File: config.mk
export PLATFORM = sky130hd
export DESIGN_NAME = microseq_controller
export DESIGN_NICKNAME = d
export VERILOG_FILES = /design/src/rtl/mseq_pkg.sv /design/src/rtl/mseq_ret_stack.sv /design/src/rtl/microseq_controller.sv
export SDC_FILE = /design/constraint.sdc
export NUM_CORES = 1
export LEC_CHECK = 0
export CAP_MARGIN = 20
export CELL_PAD_IN_SITES_DETAIL_PLACEMENT = 1
export CELL_PAD_IN_SITES_GLOBAL_PLACEMENT = 1
export CORE_MARGIN = 3
export CORE_UTILIZATION = 25
export CTS_CLUSTER_DIAMETER = 150
export DETAILED_ROUTE_END_ITERATION = 10
export GPL_TIMING_DRIVEN = 0
export PLACE_DENSITY_LB_ADDON = 0.1
export RECOVER_POWER = 100
export SYNTH_ARGS = -nofsm -noshare
export SYNTH_HDL_FRONTEND = slang
export SYNTH_SLANG_ARGS = --single-unit
export TNS_END_PERCENT = 5
File: constraint.sdc
create_clock -name CLK -period 4.27 [get_ports CLK]
set_input_delay 1.0675 -clock CLK [delete_from_list [all_inputs] [get_ports CLK]]
set_output_delay 1.0675 -clock CLK [all_outputs]
set_load 0.005 [all_outputs]
File: src/rtl/mseq_pkg.sv
// +-----------------------------------------------------------------------+
// | Module : mseq_pkg                                                     |
// | Shared NS encodings, FSM states and defaults for microseq_controller. |
// | Rev    : 1.0                                                          |
// +-----------------------------------------------------------------------+
`default_nettype none

package mseq_pkg;

   localparam int ADDR_W_DEF = 8;

   localparam logic [2:0] NS_DECODE = 3'd0;
   localparam logic [2:0] NS_FETCH  = 3'd1;
   localparam logic [2:0] NS_INC    = 3'd2;
   localparam logic [2:0] NS_JUMP   = 3'd3;
   localparam logic [2:0] NS_CJUMP  = 3'd4;
   localparam logic [2:0] NS_CALL   = 3'd5;
   localparam logic [2:0] NS_RET    = 3'd6;
   localparam logic [2:0] NS_WAIT   = 3'd7;

   typedef enum logic [0:0] {
      ST_RUN   = 1'b0,
      ST_STALL = 1'b1
   } mseq_state_e;

endpackage

`default_nettype wire

File: src/rtl/mseq_ret_stack.sv
// +-----------------------------------------------------------------------+
// | Module : mseq_ret_stack                                               |
// | LIFO return-address stack; pushes when full are dropped.              |
// | Rev    : 1.0                                                          |
// +-----------------------------------------------------------------------+
`default_nettype none

module mseq_ret_stack
   import mseq_pkg::*;
#(
   parameter int ADDR_W      = ADDR_W_DEF,
   parameter int STACK_DEPTH = 4
) (
   input  logic              clk,
   input  logic              rst_n,
   input  logic              push,
   input  logic              pop,
   input  logic [ADDR_W-1:0] din,
   output logic [ADDR_W-1:0] dout,
   output logic              full,
   output logic              empty
);

   localparam int CNT_W = $clog2(STACK_DEPTH + 1);
   localparam int PTR_W = $clog2(STACK_DEPTH);

   logic [CNT_W-1:0]  count_q;
   logic [CNT_W-1:0]  count_d;
   logic [PTR_W-1:0]  wr_ptr;
   logic [PTR_W-1:0]  top_ptr;
   logic [ADDR_W-1:0] mem_q [STACK_DEPTH];

   assign full    = (count_q == CNT_W'(STACK_DEPTH));
   assign empty   = (count_q == '0);
   // With count==DEPTH the low bits wrap to 0, so top_ptr lands on DEPTH-1.
   assign wr_ptr  = count_q[PTR_W-1:0];
   assign top_ptr = count_q[PTR_W-1:0] - PTR_W'(1);
   assign dout    = mem_q[top_ptr];

   always_comb begin
      count_d = count_q;
      if (push && !full) begin
         count_d = count_q + CNT_W'(1);
      end else if (pop && !empty) begin
         count_d = count_q - CNT_W'(1);
      end
   end

   always_ff @(posedge clk or negedge rst_n) begin
      if (!rst_n) begin
         count_q <= '0;
      end else begin
         count_q <= count_d;
      end
   end

   always_ff @(posedge clk) begin
      if (push && !full) begin
         mem_q[wr_ptr] <= din;
      end
   end

endmodule

`default_nettype wire

File: src/rtl/microseq_controller.sv
// +-----------------------------------------------------------------------+
// | Module : microseq_controller                                          |
// | Microprogram sequencer; optional return stack via MSEQ_RET_STACK_EN.  |
// | Rev    : 1.0                                                          |
// +-----------------------------------------------------------------------+
`default_nettype none

module microseq_controller
   import mseq_pkg::*;
#(
   parameter int ADDR_W      = ADDR_W_DEF,
   parameter int STACK_DEPTH = 4
) (
   input  logic              CLK,
   input  logic              RESET,
   input  logic [2:0]        NS,
   input  logic [ADDR_W-1:0] CR_ADDR,
   input  logic [ADDR_W-1:0] DEC_ADDR,
   input  logic              COND,
   input  logic              INV,
   input  logic              MOC,
   output logic [ADDR_W-1:0] ADDR_OUT,
   output logic              INC_EN,
   output logic [ADDR_W-1:0] INC_Q,
   output logic              STALL,
   output logic              ERR
);

   mseq_state_e       state_q, state_d;
   logic [ADDR_W-1:0] addr_q, addr_d;
   logic [ADDR_W-1:0] inc_q, inc_d;
   logic              err_q, err_d;
   logic [ADDR_W-1:0] next_addr;
   logic              advance;

   if (STACK_DEPTH < 2 || STACK_DEPTH > 16 || (STACK_DEPTH & (STACK_DEPTH - 1)) != 0) begin : g_bad_depth
      $error("STACK_DEPTH must be a power of two in 2..16");
   end

`ifdef MSEQ_RET_STACK_EN
   logic              push, pop;
   logic              stk_full, stk_empty;
   logic [ADDR_W-1:0] stk_dout;

   mseq_ret_stack #(
      .ADDR_W      (ADDR_W),
      .STACK_DEPTH (STACK_DEPTH)
   ) u_ret_stack (
      .clk   (CLK),
      .rst_n (RESET),
      .push  (push),
      .pop   (pop),
      .din   (inc_q),
      .dout  (stk_dout),
      .full  (stk_full),
      .empty (stk_empty)
   );
`endif

   always_comb begin
      state_d   = state_q;
      addr_d    = addr_q;
      inc_d     = inc_q;
      err_d     = err_q;
      next_addr = inc_q;
      advance   = 1'b0;
`ifdef MSEQ_RET_STACK_EN
      push      = 1'b0;
      pop       = 1'b0;
`endif
      case (state_q)
         ST_STALL: begin
            // NS is ignored here: the held microinstruction is the WAIT.
            if (MOC) begin
               advance = 1'b1;
               state_d = ST_RUN;
            end
         end
         default: begin
            advance = 1'b1;
            case (NS)
               NS_DECODE: next_addr = DEC_ADDR;
               NS_FETCH:  next_addr = '0;
               NS_INC:    next_addr = inc_q;
               NS_JUMP:   next_addr = CR_ADDR;
               NS_CJUMP: begin
                  if (COND ^ INV) next_addr = CR_ADDR;
               end
               NS_CALL: begin
                  next_addr = CR_ADDR;
`ifdef MSEQ_RET_STACK_EN
                  push = 1'b1;
                  if (stk_full) err_d = 1'b1;
`endif
               end
               NS_RET: begin
`ifdef MSEQ_RET_STACK_EN
                  if (stk_empty) begin
                     next_addr = '0;
                     err_d     = 1'b1;
                  end else begin
                     pop       = 1'b1;
                     next_addr = stk_dout;
                  end
`else
                  next_addr = '0;
`endif
               end
               NS_WAIT: begin
                  if (!MOC) begin
                     advance = 1'b0;
                     state_d = ST_STALL;
                  end
               end
               default: next_addr = inc_q;
            endcase
         end
      endcase
      if (advance) begin
         addr_d = next_addr;
         inc_d  = next_addr + ADDR_W'(1);
      end
   end

   always_ff @(posedge CLK or negedge RESET) begin
      if (!RESET) begin
         state_q <= ST_RUN;
         addr_q  <= '0;
         inc_q   <= ADDR_W'(1);
         err_q   <= 1'b0;
      end else begin
         state_q <= state_d;
         addr_q  <= addr_d;
         inc_q   <= inc_d;
         err_q   <= err_d;
      end
   end

   assign ADDR_OUT = addr_q;
   assign INC_Q    = inc_q;
   assign INC_EN   = advance;
   assign STALL    = (state_q == ST_STALL);
   assign ERR      = err_q;

endmodule

`default_nettype wire

# Yosys cells after proc, flatten, opt, wreduce, memory -nomap -nowiden
# Cells that the tools add are included.
# op_classes
n_addsub	1
n_eq_ne	6
n_mux	9
bitwise	1
reduce_logical	3
# ops
op	n
$pmux W8 S4	1
$mux W8	2
$eq A3 B3 Y1 const B	4
$add A8 B1 Y8 const B	1
$mux W1	6
$reduce_or A2 Y1	2
$eq A3 B1 Y1 const B	1
$eq A3 B2 Y1 const B	1
$logic_not A3 Y1	1
$xor A1 B1 Y1	1
# totals
regBits	17
in_bits	24
out_inout_bits	19
wordCells	23

# Logic depth before layout (Yosys ltp)
# logic_depth
ltp_word	5
mapped_depth	11
ltp_nobuf	9

# Worst setup path after synthesis
# OpenSTA, ideal clock, no wires.
# synth_path
path_kind	input to output
start	in NS[1]
end	out INC_EN
arrival_ns	1.958
t_required_ns	3.203
setup_slack_ns	1.245
cell_stages	6
n_path_buf	2
path_cell_list	buf_2 and2_1 a21oi_1 nor2_1 inv_1 clkbuf_1
# synth_between
elab_chain_cells	3
# synth_rtl
item	line	rtl
from (decl)	microseq_controller.sv:16	input logic [2:0] NS,
$eq A3 B3 Y1	microseq_controller.sv:81	case (NS)
$mux W1	microseq_controller.sv:81	
$mux W1	microseq_controller.sv:71	case (state_q)
to (decl)	microseq_controller.sv:23	output logic INC_EN,
# Every way passes these cells.

# Worst setup path after layout
# layout_path
start	in COND
end	reg inc_q[5], in the netlist INC_Q[5]
# layout_between
elab_chain_cells	5
# layout_rtl
item	line	rtl
from (decl)	microseq_controller.sv:19	input logic COND,
$xor A1 B1 Y1	microseq_controller.sv:87	if (COND ^ INV) next_addr = CR_ADDR;
$mux W8	microseq_controller.sv:87	
$pmux W8 S4	microseq_controller.sv:81	
$mux W8	microseq_controller.sv:71	
$add A8 B1 Y8	microseq_controller.sv:121	inc_d = next_addr + ADDR_W'(1);
to (signal assigned)	microseq_controller.sv:134	inc_q <= inc_d;
to (decl)	microseq_controller.sv:31	logic [ADDR_W-1:0] inc_q, inc_d;
# Every way passes these cells.
# A chain may end at the register's enable or synchronous reset.

==> impl_metrics.tcl <==
set metrics [dict create \
    outcome "completed" \
    worst_r2r_startpoint "STALL" \
    endpoint_kind "flip-flop" \
    drcViolationCount 0 \
    flow.area_growth_from_synthesis_pct 40.1 \
    core-area_um2 4560 \
    totalWireLength_um 3990 \
    min_delay_worst_endpoint "ADDR_OUT[6]" \
    rrSetupSlack_ns 1.90 \
    numPortBuffers 39 \
    place.gp.congestion 0.773 \
    final-setup-viol-count 0 \
    p_comb_share_pct 38.8 \
    int_power_mw 0.377 \
    critPathArrivalTime_ns 4.20 \
    via_count_of_the_first_global_routing_pass 1427 \
    holdCritPathClass "reg -> reg" \
    number_of_cells_traversed_by_the_worst_register_to_register_path 5 \
    fin_worst_skew_ns 0.00789 \
    post_cts_buffers 0 \
    h-tree-depth 1 \
    critPathLaunchType "input pin" \
    synth_sequential_area_ratio_pct 34.5 \
    hp-start "ADDR_OUT[6]" \
    worstPathRequired_ns 4.43 \
    n_fill_cell 566 \
    totalPowerFinal_mw 0.573 \
    power_frac_clock_pct 22.0 \
    net-switching-power_mw 0.195 \
    yosys.cell_types.count 39 \
    number_of_vias_per_cell 5.11 \
    synth.top_cell.area_share_pct 32.4 \
    yosysWarningCount 0 \
    grt_max_degree 18 \
    path_clk_slew_ns 0.07 \
    slew_headroom_pct 36.9 \
    final_layout_size_suffix_gt1_share_pct 9.38 \
    critical_path_peak_fanout 9 \
    firstDrtPassIters 4 \
    multiInputGateArea_um2 687 \
    ctsHoldBuffers 0 \
    power.share.switching_pct 34.1 \
    synth_area_um2 1230 \
    wire_per_inst_um 15.5 \
    power_density_over_cell_area_nw_per_um2 331 \
    max_clock_freq_mhz 248 \
    clk_root_buffer_cell "sky130_fd_sc_hd__clkbuf_8" \
    ys_ff_latch 17 \
    start_util_pct 27.1 \
    place.detailed.hpwl_um 3130 \
    slew_viol_final 0 \
    path_class "in -> reg" \
    yosys-top-cells-area "sky130_fd_sc_hd__dfrtp_1 (32%), sky130_fd_sc_hd__nand3_1 (6.5%), sky130_fd_sc_hd__a21oi_1 (5.7%)" \
    tritoncts "yes" \
    numCtsBuffers 3 \
    hold_depth 1 \
    via_count 1314 \
    totalNegativeSetupSlack_ns 0 \
    min_period_ns 4.03 \
    post_synthesis_cell_type_with_the_largest_combined_area "sky130_fd_sc_hd__dfrtp_1" \
    num_io_pins 43 \
    syn_avg_cell_area_um2 8.23 \
    chipWidth_um 76.3 \
    hold_violations 0 \
    die_h_um 76.3 \
    syn_inst 150 \
    antenna_found_initial 0 \
    cts_num_sinks 17 \
    global_route.usage.total_pct 14.1 \
    cts.path.max_buffers 2 \
    synthesis.nets 175 \
    antennaDiodeCount 0 \
    seq_power_share_pct 39.2 \
    post_cts_resized 0 \
    rsz_0062_raised_after_global_routing "false" \
    die_area_um2 5820 \
    ir_drop_v 0.000206 \
    power.leakage_nw 0.726 \
    clk-insertion-delay-late_ns 0.26 \
    layout_worst_path_cycle_share_pct 94.4 \
    grt_pass1_wl_um 6840 \
    drtAntennaViolNets 0 \
    floorplan.rows 24 \
    drt_first_iter_violations 40 \
    seqCellArea_um2 427 \
    worstMarginPinSlew_ns 0.946 \
    rr_endpoint "INC_Q[5]" \
    layout.nets 218 \
    maxCapViolCount 0 \
    grt_overflow_total 0 \
]
## placed cells by master, fill, tap and decap left out, drive strengths merged, types with 8 or more instances in the layout
cell and instances:
clkdlybuf4s50 20, dlygate4sd3 19, dfrtp 16, nand3 16, a21oi 15, nor2 14
inv 10, nand2 10, a31oi 8, o21ai 8
## per-stage QoR
step                setup WS [ns]  util (%)  instances  cell area [um^2]  hold slack [ns]
finish                      0.238      37.9        257              1730            0.489
CTS                        0.0198      38.4        258              1750            0.499
global route               0.0386      37.9        257              1730            0.520
global placement           0.0473      37.4        254              1710            0.477
detailed placement         0.0319      37.4        254              1710            0.482
floorplan                    1.24         -        150              1230            0.477
## per-layer routing
| metal | vias to the layer above | wire [um] | global-route usage [%] |
|---|---|---|---|
| met4 | 0 | 16 | 1.63 |
| met5 | - | 0 | 0 |
| met2 | 33 | 1950 | 24.1 |
| met1 | 642 | 1840 | 18.3 |
| met3 | 4 | 173 | 3.78 |
| li1 | 635 | - | - |
## cell families after synthesis
group	Yosys count	share of synthesized area, %
AOI/OAI and AO/OA	50	27.5
DFF	17	34.5
buffers and inverters	21	8.31
xor gates and xnor gates	4	4.36
and+or+nand+nor	56	24.0
adders and majority gates	1	1.01
other	1	0.304
## cells in the mapped netlist
cell,count
sky130_fd_sc_hd__and2_1,2
sky130_fd_sc_hd__dfstp_2,1
sky130_fd_sc_hd__o2bb2ai_1,1
sky130_fd_sc_hd__a31oi_1,8
sky130_fd_sc_hd__clkinv_1,1
sky130_fd_sc_hd__and4_1,3
sky130_fd_sc_hd__o31ai_2,1
sky130_fd_sc_hd__and4_2,1
sky130_fd_sc_hd__a221oi_1,1
sky130_fd_sc_hd__a211o_1,1
sky130_fd_sc_hd__xnor2_1,2
sky130_fd_sc_hd__a222oi_1,2
sky130_fd_sc_hd__ha_1,1
sky130_fd_sc_hd__or3b_1,4
sky130_fd_sc_hd__clkbuf_1,3
sky130_fd_sc_hd__a21oi_1,14
sky130_fd_sc_hd__a21oi_4,1
sky130_fd_sc_hd__nand2_1,10
sky130_fd_sc_hd__o31ai_1,1
sky130_fd_sc_hd__nand3_1,16
sky130_fd_sc_hd__buf_6,2
sky130_fd_sc_hd__o21ai_1,2
sky130_fd_sc_hd__xnor2_4,1
sky130_fd_sc_hd__a22oi_1,1
sky130_fd_sc_hd__inv_1,10
sky130_fd_sc_hd__nand2b_1,1
sky130_fd_sc_hd__dfrtp_1,16
sky130_fd_sc_hd__a211oi_1,7
sky130_fd_sc_hd__conb_1,1
sky130_fd_sc_hd__or3b_2,3
sky130_fd_sc_hd__xor2_1,1
sky130_fd_sc_hd__o21a_1,2
sky130_fd_sc_hd__a32o_1,1
sky130_fd_sc_hd__buf_2,4
sky130_fd_sc_hd__nor2_1,14
sky130_fd_sc_hd__o21ai_0,6
sky130_fd_sc_hd__a2111o_1,1
sky130_fd_sc_hd__nor3_1,2
sky130_fd_sc_hd__buf_4,1
## worst max-delay path, cell delays in order
cell and delay [ns]:
sky130_fd_sc_hd__dlygate4sd3_1 0.55, sky130_fd_sc_hd__xnor2_1 0.62, sky130_fd_sc_hd__a2111o_1 0.45, sky130_fd_sc_hd__nand3_1 0.21, sky130_fd_sc_hd__a222oi_1 0.83, sky130_fd_sc_hd__a31oi_1 0.22
sky130_fd_sc_hd__o31ai_2 0.25
## cell type report
| class | instances | share of cell area [%] |
|---|---|---|
| Multi-Input combinational cell | 112 | 39.7 |
| Sequential cell | 17 | 24.7 |
| Timing Repair Buffer | 39 | 22.6 |
| Tap cell | 65 | 4.70 |
| Buffer | 9 | 3.33 |
| Clock buffer | 3 | 2.39 |
| Inverter | 11 | 2.39 |
| Clock inverter | 1 | 0.289 |
## registers in the layout, summed over array words and instances, names as in the netlist
name	flops
ADDR_OUT	8
STALL	1
INC_Q	8
## power groups by stage
stage	clock network, mW	registers (mW)	logic, mW
floorplan	0	0.229	0.106
global placement	0	0.228	0.236
detailed placement	0	0.230	0.242
CTS	0.129	0.227	0.243
global route	0.136	0.230	0.248
finish	0.126	0.224	0.222
## how the worst max path moves through the flow
stage	from	to	slack, ns	cells past startpoint
after global placement	NS[2]	INC_EN	0.05	7
after CTS	NS[2]	INC_EN	0.02	7
after floorplan	NS[1]	INC_EN	1.24	6
after global routing	COND	INC_Q[5]	0.04	7
after detailed placement	NS[2]	INC_EN	0.03	7
final	COND	INC_Q[5]	0.24	7
No activity file was read; power rests on OpenSTA's default activity.
